--- src/rtl/bcd_tick_pkg.sv ---
// Shared definitions for the two-digit BCD tick counter.
// Holds the FSM state encoding, the active-high 7-segment patterns,
// and a helper that checks whether a nibble is a legal BCD digit.
package bcd_tick_pkg;

    typedef enum logic [1:0] {
        ST_IDLE  = 2'd0,
        ST_RUN   = 2'd1,
        ST_PAUSE = 2'd2
    } state_t;

    // Segment patterns, bit order {g,f,e,d,c,b,a}, active-high form
    localparam logic [6:0] SEG_0     = 7'b0111111;
    localparam logic [6:0] SEG_1     = 7'b0000110;
    localparam logic [6:0] SEG_2     = 7'b1011011;
    localparam logic [6:0] SEG_3     = 7'b1001111;
    localparam logic [6:0] SEG_4     = 7'b1100110;
    localparam logic [6:0] SEG_5     = 7'b1101101;
    localparam logic [6:0] SEG_6     = 7'b1111101;
    localparam logic [6:0] SEG_7     = 7'b0000111;
    localparam logic [6:0] SEG_8     = 7'b1111111;
    localparam logic [6:0] SEG_9     = 7'b1101111;
    localparam logic [6:0] SEG_BLANK = 7'b0000000;

    // True when the nibble holds a decimal digit 0..9
    function automatic logic bcd_digit_ok(input logic [3:0] digit);
        return (digit <= 4'd9);
    endfunction

endpackage

--- src/rtl/bcd_to_seg7.sv ---
// Decodes one BCD digit into a 7-segment pattern {g,f,e,d,c,b,a}.
// Non-decimal codes blank the digit. SEG_ACTIVE_LOW inverts the pattern
// for common-anode displays.
module bcd_to_seg7
    import bcd_tick_pkg::*;
#(
    parameter bit SEG_ACTIVE_LOW = 1'b1
) (
    input  logic [3:0] i_digit,
    output logic [6:0] o_seg
);

    logic [6:0] w_pattern;

    // Look up the active-high pattern for the digit
    always_comb begin
        w_pattern = SEG_BLANK;
        case (i_digit)
            4'd0:    w_pattern = SEG_0;
            4'd1:    w_pattern = SEG_1;
            4'd2:    w_pattern = SEG_2;
            4'd3:    w_pattern = SEG_3;
            4'd4:    w_pattern = SEG_4;
            4'd5:    w_pattern = SEG_5;
            4'd6:    w_pattern = SEG_6;
            4'd7:    w_pattern = SEG_7;
            4'd8:    w_pattern = SEG_8;
            4'd9:    w_pattern = SEG_9;
            default: w_pattern = SEG_BLANK;
        endcase
    end

    // Apply the display polarity
    always_comb begin
        if (SEG_ACTIVE_LOW) begin
            o_seg = ~w_pattern;
        end else begin
            o_seg = w_pattern;
        end
    end

endmodule

--- src/rtl/bcd_tick_counter.sv ---
// Two-digit BCD up/down counter advanced by rising edges of a slow
// divided clock (tick_in) that is sampled as a level in the clk domain.
// An IDLE/RUN/PAUSE FSM gates counting; load forces a value and IDLE.
// Both digits are decoded to 7-segment patterns for the board display.
module bcd_tick_counter
    import bcd_tick_pkg::*;
#(
    parameter logic [7:0] MAX_COUNT      = 8'h59,
    parameter bit         SEG_ACTIVE_LOW = 1'b1
) (
    input  logic       clk,
    input  logic       rst,
    input  logic       tick_in,
    input  logic       start,
    input  logic       pause,
    input  logic       up_dn,
    input  logic       load,
    input  logic [7:0] load_val,
    output logic [7:0] count,
    output logic       tc,
    output logic       running,
    output logic [6:0] seg_tens,
    output logic [6:0] seg_ones
);

    state_t     r_state;
    logic       r_tick_d;
    logic [7:0] r_count;
    logic       r_tc;
    logic       r_running;

    logic       w_tick_rise;
    logic       w_load_ok;
    logic [3:0] w_tens;
    logic [3:0] w_ones;
    logic [7:0] w_count_step;
    logic       w_wrap;

    assign w_tick_rise = tick_in & ~r_tick_d;
    assign w_tens      = r_count[7:4];
    assign w_ones      = r_count[3:0];

    // A load value is accepted only if it is proper BCD and within the wrap limit
    always_comb begin
        if (bcd_digit_ok(load_val[7:4]) && bcd_digit_ok(load_val[3:0]) &&
            (load_val <= MAX_COUNT)) begin
            w_load_ok = 1'b1;
        end else begin
            w_load_ok = 1'b0;
        end
    end

    // Next BCD value for one counted tick, with wrap detection in both directions
    always_comb begin
        w_count_step = r_count;
        w_wrap       = 1'b0;
        if (up_dn) begin
            if (r_count == MAX_COUNT) begin
                w_count_step = 8'h00;
                w_wrap       = 1'b1;
            end else if (w_ones == 4'd9) begin
                w_count_step = {w_tens + 4'd1, 4'd0};
            end else begin
                w_count_step = {w_tens, w_ones + 4'd1};
            end
        end else begin
            if (r_count == 8'h00) begin
                w_count_step = MAX_COUNT;
                w_wrap       = 1'b1;
            end else if (w_ones == 4'd0) begin
                w_count_step = {w_tens - 4'd1, 4'd9};
            end else begin
                w_count_step = {w_tens, w_ones - 4'd1};
            end
        end
    end

    // FSM, edge detector, count register and registered tc/running flags
    always_ff @(posedge clk or posedge rst) begin
        if (rst) begin
            r_state   <= ST_IDLE;
            r_tick_d  <= 1'b0;
            r_count   <= 8'h00;
            r_tc      <= 1'b0;
            r_running <= 1'b0;
        end else begin
            r_tick_d <= tick_in;
            if (load) begin
                // Load overrides everything; a coincident tick is discarded
                r_state   <= ST_IDLE;
                r_running <= 1'b0;
                r_count   <= w_load_ok ? load_val : 8'h00;
                r_tc      <= 1'b0;
            end else begin
                // A tick seen while in RUN counts even if pause arrives on the same edge
                if ((r_state == ST_RUN) && w_tick_rise) begin
                    r_count <= w_count_step;
                    r_tc    <= w_wrap;
                end else begin
                    r_tc    <= 1'b0;
                end
                case (r_state)
                    ST_IDLE: begin
                        if (pause) begin
                            r_state   <= ST_IDLE;
                            r_running <= 1'b0;
                        end else if (start) begin
                            r_state   <= ST_RUN;
                            r_running <= 1'b1;
                        end else begin
                            r_state   <= ST_IDLE;
                            r_running <= 1'b0;
                        end
                    end
                    ST_RUN: begin
                        if (pause) begin
                            r_state   <= ST_PAUSE;
                            r_running <= 1'b0;
                        end else begin
                            r_state   <= ST_RUN;
                            r_running <= 1'b1;
                        end
                    end
                    ST_PAUSE: begin
                        if (pause) begin
                            r_state   <= ST_PAUSE;
                            r_running <= 1'b0;
                        end else if (start) begin
                            r_state   <= ST_RUN;
                            r_running <= 1'b1;
                        end else begin
                            r_state   <= ST_PAUSE;
                            r_running <= 1'b0;
                        end
                    end
                    default: begin
                        r_state   <= ST_IDLE;
                        r_running <= 1'b0;
                    end
                endcase
            end
        end
    end

    assign count   = r_count;
    assign tc      = r_tc;
    assign running = r_running;

    bcd_to_seg7 #(
        .SEG_ACTIVE_LOW(SEG_ACTIVE_LOW)
    ) u_seg_tens (
        .i_digit(r_count[7:4]),
        .o_seg  (seg_tens)
    );

    bcd_to_seg7 #(
        .SEG_ACTIVE_LOW(SEG_ACTIVE_LOW)
    ) u_seg_ones (
        .i_digit(r_count[3:0]),
        .o_seg  (seg_ones)
    );

endmodule

--- config.mk ---
export PLATFORM = sky130hd
export DESIGN_NAME = bcd_tick_counter
export DESIGN_NICKNAME = d
export VERILOG_FILES = /design/src/rtl/bcd_tick_pkg.sv /design/src/rtl/bcd_to_seg7.sv /design/src/rtl/bcd_tick_counter.sv
export SDC_FILE = /design/constraint.sdc
export NUM_CORES = 1
export LEC_CHECK = 0
export ABC_AREA = 1
export BUFFER_PORTS_ARGS = -buffer_cell sky130_fd_sc_hd__buf_2
export CAP_MARGIN = 5
export CORE_MARGIN = 3
export CORE_UTILIZATION = 30
export CTS_BUF_LIST = sky130_fd_sc_hd__clkbuf_16
export DETAILED_ROUTE_END_ITERATION = 10
export PLACE_DENSITY = 0.49
export SLEW_MARGIN = 20
export SYNTH_ARGS = -nofsm -noshare
export SYNTH_HDL_FRONTEND = slang
export SYNTH_HIERARCHICAL = 1
export SYNTH_SLANG_ARGS = --single-unit
--- constraint.sdc ---
create_clock -name clk -period 2.3 [get_ports clk]
set_clock_uncertainty 0.2 [all_clocks]
set_input_delay 0.115 -clock clk [delete_from_list [all_inputs] [get_ports clk]]
set_output_delay 0.115 -clock clk [all_outputs]
set_load 0.01 [all_outputs]
==> key figures, run 1 <==
Run status
  – Status: finished clean

Min path
  – Hold Path End: tc
  – Start point of the worst hold path: up_dn
  – Min-Delay Path Class: in -> reg
  – WHS Path Cells: 3

Worst setup path
  – CP Max Fanout: 11
  – Buf+Inv Stages, Crit Path: 2
  – Reg2Reg Depth: 9
  – CP most frequent cell: nand2_1
  – CP Capture Type: output port
  – Worst r2r dst: count[7]
  – Critical R2R Launch: count[5]
  – Worst Path Required: 1990 ps
  – Crit path max-delay family: flip-flops
  – CP max stage delay: between 500 and 600 ps
  – Worst Setup Path Type: reg -> out
  – Crit path DAT: 1620 ps
  – CP Cell Sequence: inv_1 -> ha_1 -> nand2_1 -> nand3_1 -> nand2_1 -> buf_2
  – CP max stage cell: dfrtp_1
  – R2r setup slk: 520 ps
  – Startpoint type of the worst setup path: register

STA
  – Worst-Margin Slew: between 500 and 600 ps
  – Period utilization: 0.839
  – Post-route setup TNS: 0 ps
  – Rel. slew slack: 0.638
  – RSZ-0062 raised after global routing: no
  – Slew Viols, Final: 0
  – Fin. Hold Viols: 0
  – Fin crit period: 1930 ps
  – Fmax: 518 MHz
  – Setup-failing EPs final: 0

Logic synthesis
  – Synth top cells by count: 76 x nand2_1, 30 x nor2_1, 27 x inv_1
  – Most used DFF post-synth: dfrtp_1
  – Mapped Nets: 265
  – Synth area leader: dfrtp_1
  – Multiplexer share of the synthesized area: 0
  – Synth Area in Adders: 0.156
  – Xor and xnor fraction of the mapped netlist area: 0
  – Ys async rst share: 1.00
  – Post-Syn Area per Cell: roughly 6.2 sq um
  – Post-synthesis simple-gate area fraction: 0.428
  – Count leader, synth: nand2_1
  – Post-Syn Area: about 0.0014 sq mm
  – Main combinational cell family by area after synthesis: simple AND/OR/NAND/NOR gates
  – Seq/Total Area, Yosys: 0.225
  – Top cell type's share of synthesized area: 0.225
  – Mapped Cells: 232
  – Number of flops mapped to enable cells by yosys: 0
  – Synth cell types: 21
  – Top cells by area, synth: dfrtp_1 23%, nand2_1 20%, ha_1 16%
  – #FFs+latches synth: 13
  – Synth warnings: 6
  – Compound-cell area share of the yosys netlist: 0.0884

Finish
  – Area growth from synthesis to layout: 25.9%
  – Final nets: roughly 310
  – Register Area: 325 sq um
  – Multi-input logic area: 971 sq um
  – Diodes inserted: 0
  – FILL cells: 501
  – Finished Cell Area: between 0.0015 and 0.002 sq mm
  – Share of layout cells above drive strength 1: 0.216

Floorplan
  – Initial Util: 0.321
  – Site Rows: 24
  – Die Ht: between 70 and 80 um
  – Core area: 0.00450 sq mm
  – DIE WIDTH: 75.4 um
  – IO Pins: 39
  – Total die area: between 0.005 and 0.006 sq mm

Clock network
  – Maximum level of the CTS H-tree: 1
  – Post_cts resized: 0
  – CTS tree: done
  – Worst-path clk slew: approximately 50 ps
  – Worst skew pair latency: 240 ps
  – Clock buffer depth: 2
  – Post-CTS Repair Setup Buffers: 0
  – Clock Tree Root: clkbuf_16
  – CTS sink count: 13
  – Num CTS Buffers: 3

Global routing
  – Grt ovf: 0
  – Vias in the first global route: 1334
  – GRT Resource Usage Total: 0.137
  – Largest net degree at the start of global routing: 17
  – Initial antenna violation count: 0
  – First-pass GRT wire length: 6.08 mm

Detailed routing
  – Vias: 1497
  – Remaining DRCs: 0
  – Routed WL per cell: 11.2 um
  – DR iter-0 viols: 52
  – Vias per inst: 4.54
  – Drt total wl: roughly 3.7 mm
  – Antenna viol nets, final: 0
  – First-pass DRT Iterations: 4

Pwr
  – Pwr Density: 645 mW/mm^2
  – Switching power share of the total: 0.411
  – Clock power share: 0.285
  – Gate power share: 0.450
  – Fraction of power consumed by sequential logic: 0.265
  – Peak supply drop: approximately 0.33 mV
  – Pleak: 1.04 nW
  – Net Switching: between 0.0004 and 0.0005 W
  – Internal power: roughly 0.00069 W

Place
  – DPL Wire Length: ~2.9 mm
  – PortBufs: 38
  – GPL Wtd Cong: 0.893
  – Placed Area: between 0.0015 and 0.002 sq mm

Flow run
  – Max Cap Violations: 0
## worst min-delay path, cell delays in order
cell	delay, ps
buf_2	130
inv_1	90
a211oi_1	80
## per-layer routing
metal,up-vias,global-route usage,share of wire
met3,2,0.0145,0.039
met1,625,0.203,0.52
li1,836,-,-
met2,34,0.206,0.43
met5,-,0,0
met4,0,0.0466,0.0084
## area by class of cell
type | instances | share of cell area
tap | 52 | 0.0358
clock buffer | 3 | 0.0413
inverter | 35 | 0.0723
clock inverter | 1 | 0.00275
timing repair buffer | 44 | 0.135
multi-input combinational | 182 | 0.534
sequential | 13 | 0.179
## how the worst max path moves through the flow
stage,endpoint,startpoint,slack (ps),depth (start not counted)
after floorplan,count[5],count[1],590,10
after global placement,count[7],count[1],520,10
after detailed placement,count[6],count[4],520,10
after CTS,seg_tens[3],count[5],350,6
after global routing,seg_tens[3],count[5],220,6
final,seg_tens[3],count[5],370,6
## layout by cell type, fill, tap and decap left out, drive strengths merged
master,Yosys,final
dlygate4sd3,0,4
a21oi,2,2
nor2,31,31
ha,18,18
a2111oi,2,2
clkbuf,0,3
o21ai,12,12
buf,2,40
nand2,79,79
nand4,8,8
nand3,27,27
a211oi,2,2
dfrtp,13,13
o22ai,1,1
inv,35,35
clkinv,0,1
## metrics by stage
stage               total power (W)  hold WS, ps  std cells   util  setup slack (ps)
floorplan                  0.000658         -208        232      -               586
CTS                         0.00119         4.53        330  0.404               355
global placement           0.000846        -15.8        322  0.377               523
global route                0.00129         36.0        330  0.404               225
finish                      0.00117         13.7        330  0.404               369
detailed placement         0.000844        -15.8        322  0.377               522
## registers in the layout, summed over array words and instances, names as in the netlist
| signal | cells |
|---|---|
| count | 8 |
| r_state | 2 |
| r_tick_d | 1 |
| running | 1 |
| tc | 1 |
## power by group through the flow
stage	logic (W)	registers (W)	clock network, W
final	0.000527	0.000311	0.000334
after global routing	0.000614	0.000321	0.000354
after CTS	0.000534	0.000313	0.000344
after detailed placement	0.000527	0.000317	0
after global placement	0.000530	0.000316	0
after floorplan	0.000340	0.000318	0
## cells by family (layout without fill, tap and decap cells)
kind of cell	count (synthesis)	in the layout
compound gates	19	19
fa+ha+maj	18	18
buf+inv	37	83
flops	13	13
simple gates	145	145
## what timing repair did
action,in CTS,in global routing
setup endpoints to repair,0,0
hold buffers,4,0
hold endpoints to repair,17,0
(Power assumes the default switching activity.)
==> run 2: changes to the inputs <==
==> constraint.sdc (replaced) <==
create_clock -name clk -period 1.9 [get_ports clk]
set_clock_uncertainty 0.2 [all_clocks]
set_input_delay 0.095 -clock clk [delete_from_list [all_inputs] [get_ports clk]]
set_output_delay 0.095 -clock clk [all_outputs]
set_load 0.01 [all_outputs]
==> key figures, run 2 (synthesis results as in run 1) <==
Pwr
  – Fraction of power consumed by sequential logic: 0.241
  – Net Switching: 0.000596 W
  – Gate power share: 0.481
  – Pleak: 1.08 nW
  – Clock power share: 0.278
  – Switching power share of the total: 0.408
  – Pwr Density: 776 mW/mm^2
  – Internal power: 0.000864 W
  – Peak supply drop: 0.441 mV

Floorplan
  – DIE WIDTH: 75.4 um
  – Total die area: about 0.0057 sq mm
  – IO Pins: 39
  – Site Rows: 24
  – Die Ht: 75.4 um
  – Core area: 0.00450 sq mm
  – Initial Util: 0.321

Detailed routing
  – Routed WL per cell: ~11 um
  – First-pass DRT Iterations: 4
  – Vias per inst: 4.64
  – Antenna viol nets, final: 0
  – Remaining DRCs: 0
  – Vias: about 1600
  – DR iter-0 viols: 48
  – Drt total wl: 3.72 mm

Global routing
  – Vias in the first global route: between 1000 and 1500
  – GRT Resource Usage Total: 0.141
  – Largest net degree at the start of global routing: 16
  – First-pass GRT wire length: ~6.3 mm
  – Initial antenna violation count: 0
  – Grt ovf: 0

STA
  – Fin. Hold Viols: 0
  – Post-route setup TNS: 0 ps
  – Fin crit period: 1810 ps
  – RSZ-0062 raised after global routing: no
  – Period utilization: 0.952
  – Worst-Margin Slew: 532 ps
  – WHS: about 17 ps
  – Slew Viols, Final: 0
  – Fmax: 553 MHz
  – Setup-failing EPs final: 0
  – Rel. slew slack: 0.645

Worst setup path
  – Worst r2r dst: count[4]
  – R2r setup slk: 160 ps
  – Worst Path Required: 1600 ps
  – Startpoint type of the worst setup path: register
  – Worst Setup Path Type: reg -> out
  – Reg2Reg Depth: 9
  – Crit path DAT: 1510 ps
  – CP Capture Type: output port
  – CP Max Fanout: 7
  – Critical R2R Launch: count[0]

Min path
  – WHS Path Cells: 2
  – Min-Delay Path Class: in -> reg
  – Hold Path End: r_state[1]
  – Start point of the worst hold path: load

Finish
  – Util after Layout: 0.418
  – Final nets: 319
  – Area growth from synthesis to layout: 30.2%
  – Non-Filler Instances: 337
  – Most frequent cells in the layout: 76 x nand2_1, 38 x buf_2, 29 x nor2_1
  – Share of layout cells above drive strength 1: 0.239
  – Max reg flops: 8
  – Diodes inserted: 0
  – Most common cell after layout, fill and taps aside: nand2_1
  – Finished Cell Area: roughly 0.0019 sq mm

Place
  – DPL Wire Length: 2.96 mm
  – GPL Wtd Cong: 0.823
  – Dpl cells: 327
  – Placed Area: 0.00174 sq mm
  – PortBufs: 38

Clock network
  – CTS tree: done
  – Maximum level of the CTS H-tree: 1
  – Clock Tree Root: clkbuf_16
  – Worst-path clk slew: 50 ps
  – Clock buffer depth: 2
  – CTS sink count: 13
  – Worst skew pair latency: about 240 ps
  – Num CTS Buffers: 3

Flow run
  – Max Cap Violations: 0

Run status
  – Status: finished clean
run 2: cell count changes in the layout (fill, tap and decap cells not counted), sizes merged:
cell	previous run	this run
buf	40	46
dlygate4sd3	4	5
run 2: worst max-delay path by stage:
stage | startpoint | end | cells after the start
finish | count[0] | seg_ones[3] | 7
global route | count[0] | seg_ones[3] | 7
CTS | count[0] | seg_ones[3] | 7
detailed placement | count[1] | count[7] | 10
global placement | count[1] | count[0] | 9
floorplan | count[1] | count[5] | 10
run 2: worst max-delay path, cell delays in order (launching register included):
cell     delay (ps)
dfrtp_1         410
buf_6           150
inv_1            70
ha_1            300
nand2_1          80
nand3_1          80
nand2_1          50
buf_2           120
run 2: metrics by stage:
stage,power [W],worst slack [ps]
global placement,0.00105,156
floorplan,0.000796,186
detailed placement,0.00104,166
global route,0.00160,0.694
finish,0.00146,91.3
CTS,0.00147,31.4
run 2: metal layers:
layer | vias up | track usage | wire length [um]
li1 | 847 | - | -
met1 | 677 | 0.194 | 1900
met2 | 34 | 0.224 | 1660
met3 | 4 | 0.0145 | 120
met4 | 0 | 0.0641 | 41
met5 | - | 0 | 0
run 2: power by group through the flow:
| stage | Combinational (W) | Sequential [W] | Clock [W] |
|---|---|---|---|
| 3_5_place_dp | 0.000689 | 0.000356 | 0 |
| 6_report | 0.000702 | 0.000351 | 0.000407 |
| 2_1_floorplan | 0.000412 | 0.000384 | 0 |
| 5_1_grt | 0.000813 | 0.000358 | 0.000428 |
| 4_1_cts | 0.000699 | 0.000351 | 0.000422 |
| 3_3_place_gp | 0.000694 | 0.000355 | 0 |
run 2: final cells by class:
type	instances	area (sq um)
Multi-Input combinational cell	182	973
Fill cell	496	2620
Clock buffer	3	75.1
Tap cell	52	65.1
Timing Repair Buffer	51	304
Clock inverter	1	5.00
Inverter	35	131
Sequential cell	13	327
run 2: timing repair:
item	in CTS	in global routing
setup endpoints to repair	0	5
hold buffers	5	0
setup buffers	0	1
resized for setup	0	3
hold endpoints to repair	18	0
==> run 3: changes to the inputs <==
--- a/config.mk
+++ b/config.mk
@@ -10,7 +10,7 @@
 export CAP_MARGIN = 5
 export CORE_MARGIN = 3
 export CORE_UTILIZATION = 30
-export CTS_BUF_LIST = sky130_fd_sc_hd__clkbuf_16
+export CTS_BUF_LIST = sky130_fd_sc_hd__clkbuf_4
 export DETAILED_ROUTE_END_ITERATION = 10
 export PLACE_DENSITY = 0.49
 export SLEW_MARGIN = 20
==> key figures, run 3 (synthesis results as in run 1) <==
STA
  – Worst-Margin Slew: 532 ps
  – Fin. Hold Viols: 0
  – Period utilization: 0.949
  – Fin crit period: about 1800 ps
  – Worst setup margin: 97.1 ps
  – RSZ-0062 raised after global routing: yes
  – Setup-failing EPs final: 0
  – Fmax: about 550 MHz
  – Rel. slew slack: 0.645
  – Slew Viols, Final: 0

Detailed routing
  – Remaining DRCs: 0
  – Vias: 1567
  – Antenna viol nets, final: 0
  – First-pass DRT Iterations: 4
  – Vias per inst: 4.58
  – Drt total wl: 3.77 mm
  – DR iter-0 viols: between 60 and 70
  – Routed WL per cell: ~11 um

Finish
  – Finished Cell Area: between 0.0015 and 0.002 sq mm
  – Area growth from synthesis to layout: 31.3%
  – Max reg flops: 8
  – Util after Layout: 0.421
  – Most common cell after layout, fill and taps aside: nand2_1
  – FILL cells: 498
  – Share of layout cells above drive strength 1: 0.259
  – Diodes inserted: 0
  – Most frequent cells in the layout: 75 x nand2_1, 38 x buf_2, 27 x nor2_1
  – Final nets: 324

Place
  – Placed Area: 0.00174 sq mm
  – Place WS: 166 ps
  – GPL Wtd Cong: 0.823
  – PortBufs: 38
  – DPL Wire Length: a little under 3 mm

Clock network
  – Worst skew pair latency: 280 ps
  – CTS sink count: 13
  – Num CTS Buffers: 3
  – Maximum level of the CTS H-tree: 1
  – Clock Tree Root: clkbuf_4
  – Worst-path clk slew: 100 ps
  – Clock buffer depth: 2
  – CTS tree: done

Floorplan
  – DIE WIDTH: 75.4 um
  – IO Pins: 39
  – Core area: between 0.004 and 0.005 sq mm
  – Initial Util: 0.321
  – Site Rows: 24
  – Die Ht: between 70 and 80 um
  – Total die area: 0.00568 sq mm

Worst setup path
  – CP Max Fanout: 7
  – Worst Setup Path Type: reg -> out
  – CP Capture Type: output port
  – Worst Path Required: around 1600 ps
  – Startpoint type of the worst setup path: register
  – Crit path DAT: 1510 ps

Pwr
  – Total Power: approximately 0.0013 W
  – Pleak: 1.08 nW
  – Switching power share of the total: 0.464
  – Internal power: between 0.0006 and 0.0007 W
  – Net Switching: 0.000582 W
  – Gate power share: 0.575
  – Fraction of power consumed by sequential logic: 0.279
  – Pwr Density: 661 mW/mm^2
  – Peak supply drop: about 0.26 mV
  – Clock power share: 0.146

Global routing
  – First-pass GRT wire length: 6.39 mm
  – GRT Resource Usage Total: 0.143
  – Initial antenna violation count: 0
  – Grt ovf: 0
  – Largest net degree at the start of global routing: 16
  – Vias in the first global route: 1506

Flow run
  – Max Cap Violations: 0

Min path
  – Min-Delay Path Class: in -> reg

Run status
  – Status: finished clean
run 3: cell count changes in the layout (fill, tap and decap cells not counted), moves of 2 or more:
cell	before	now
dlygate4sd3_1	5	10
clkbuf_16	3	0
clkbuf_4	0	3
nor2_1	29	27
nor2_2	1	3
run 3: layout make-up:
type | instances | area [sq um] | share of cell area
repair buffers | 56 | 354 | 0.187
flip-flops and latches | 13 | 328 | 0.173
well taps | 52 | 65.1 | 0.0343
clock inverters | 1 | 5.00 | 0.00264
inverters | 35 | 131 | 0.0693
multi-input cells | 182 | 990 | 0.522
clock buffers | 3 | 22.5 | 0.0119
run 3: what timing repair did:
action	4_1_cts	5_1_grt
setup buffers	1	0
gates resized for setup	0	11
endpoints found under the setup margin	1	12
pin swaps	0	1
hold endpoints to repair	20	0
hold buffers	10	0
run 3: final timing paths:
| kind | to | cells after the start | slack [ps] | from |
|---|---|---|---|---|
| max in group asynchronous | count[5] | 3 | 930 | rst |
| worst max register to register | count[5] | 10 | 110 | count[0] |
| min in group asynchronous | tc | 3 | 190 | rst |
| worst min register to register | r_state[1] | 1 | 340 | r_state[1] |
| worst min-delay path | count[4] | 5 | 20 | load_val[4] |
| worst max-delay path | seg_ones[3] | 7 | 100 | count[0] |
run 3: layer usage:
metal	part of all wire	wire length, um	global-route usage
met1	0.52	1940	0.196
met2	0.45	1700	0.234
met3	0.027	101	0.0145
met4	0.0066	25	0.0466
met5	0	0	0
run 3: worst max-delay path: stages (launching register included):
cell and delay (ps):
dfrtp_1 390, buf_6 140, inv_1 70, ha_1 300, nand2_1 80, nand3_1 80
nand2_1 50, buf_2 120
run 3: stage by stage:
step	setup TNS [ps]	std cells	hold WS, ps
after CTS	0	342	12.5
final	0	342	22.6
after global routing	-44.8	342	26.1
after global placement	0	327	-27.0
after detailed placement	0	327	-28.0
after floorplan	0	232	-228
run 3: power by group through the flow:
stage | combinational, W | sequential (W) | clock (W)
after floorplan | 0.000412 | 0.000384 | 0
after global placement | 0.000694 | 0.000355 | 0
after detailed placement | 0.000689 | 0.000356 | 0
after CTS | 0.000714 | 0.000347 | 0.000194
after global routing | 0.000831 | 0.000357 | 0.000203
final | 0.000721 | 0.000349 | 0.000183
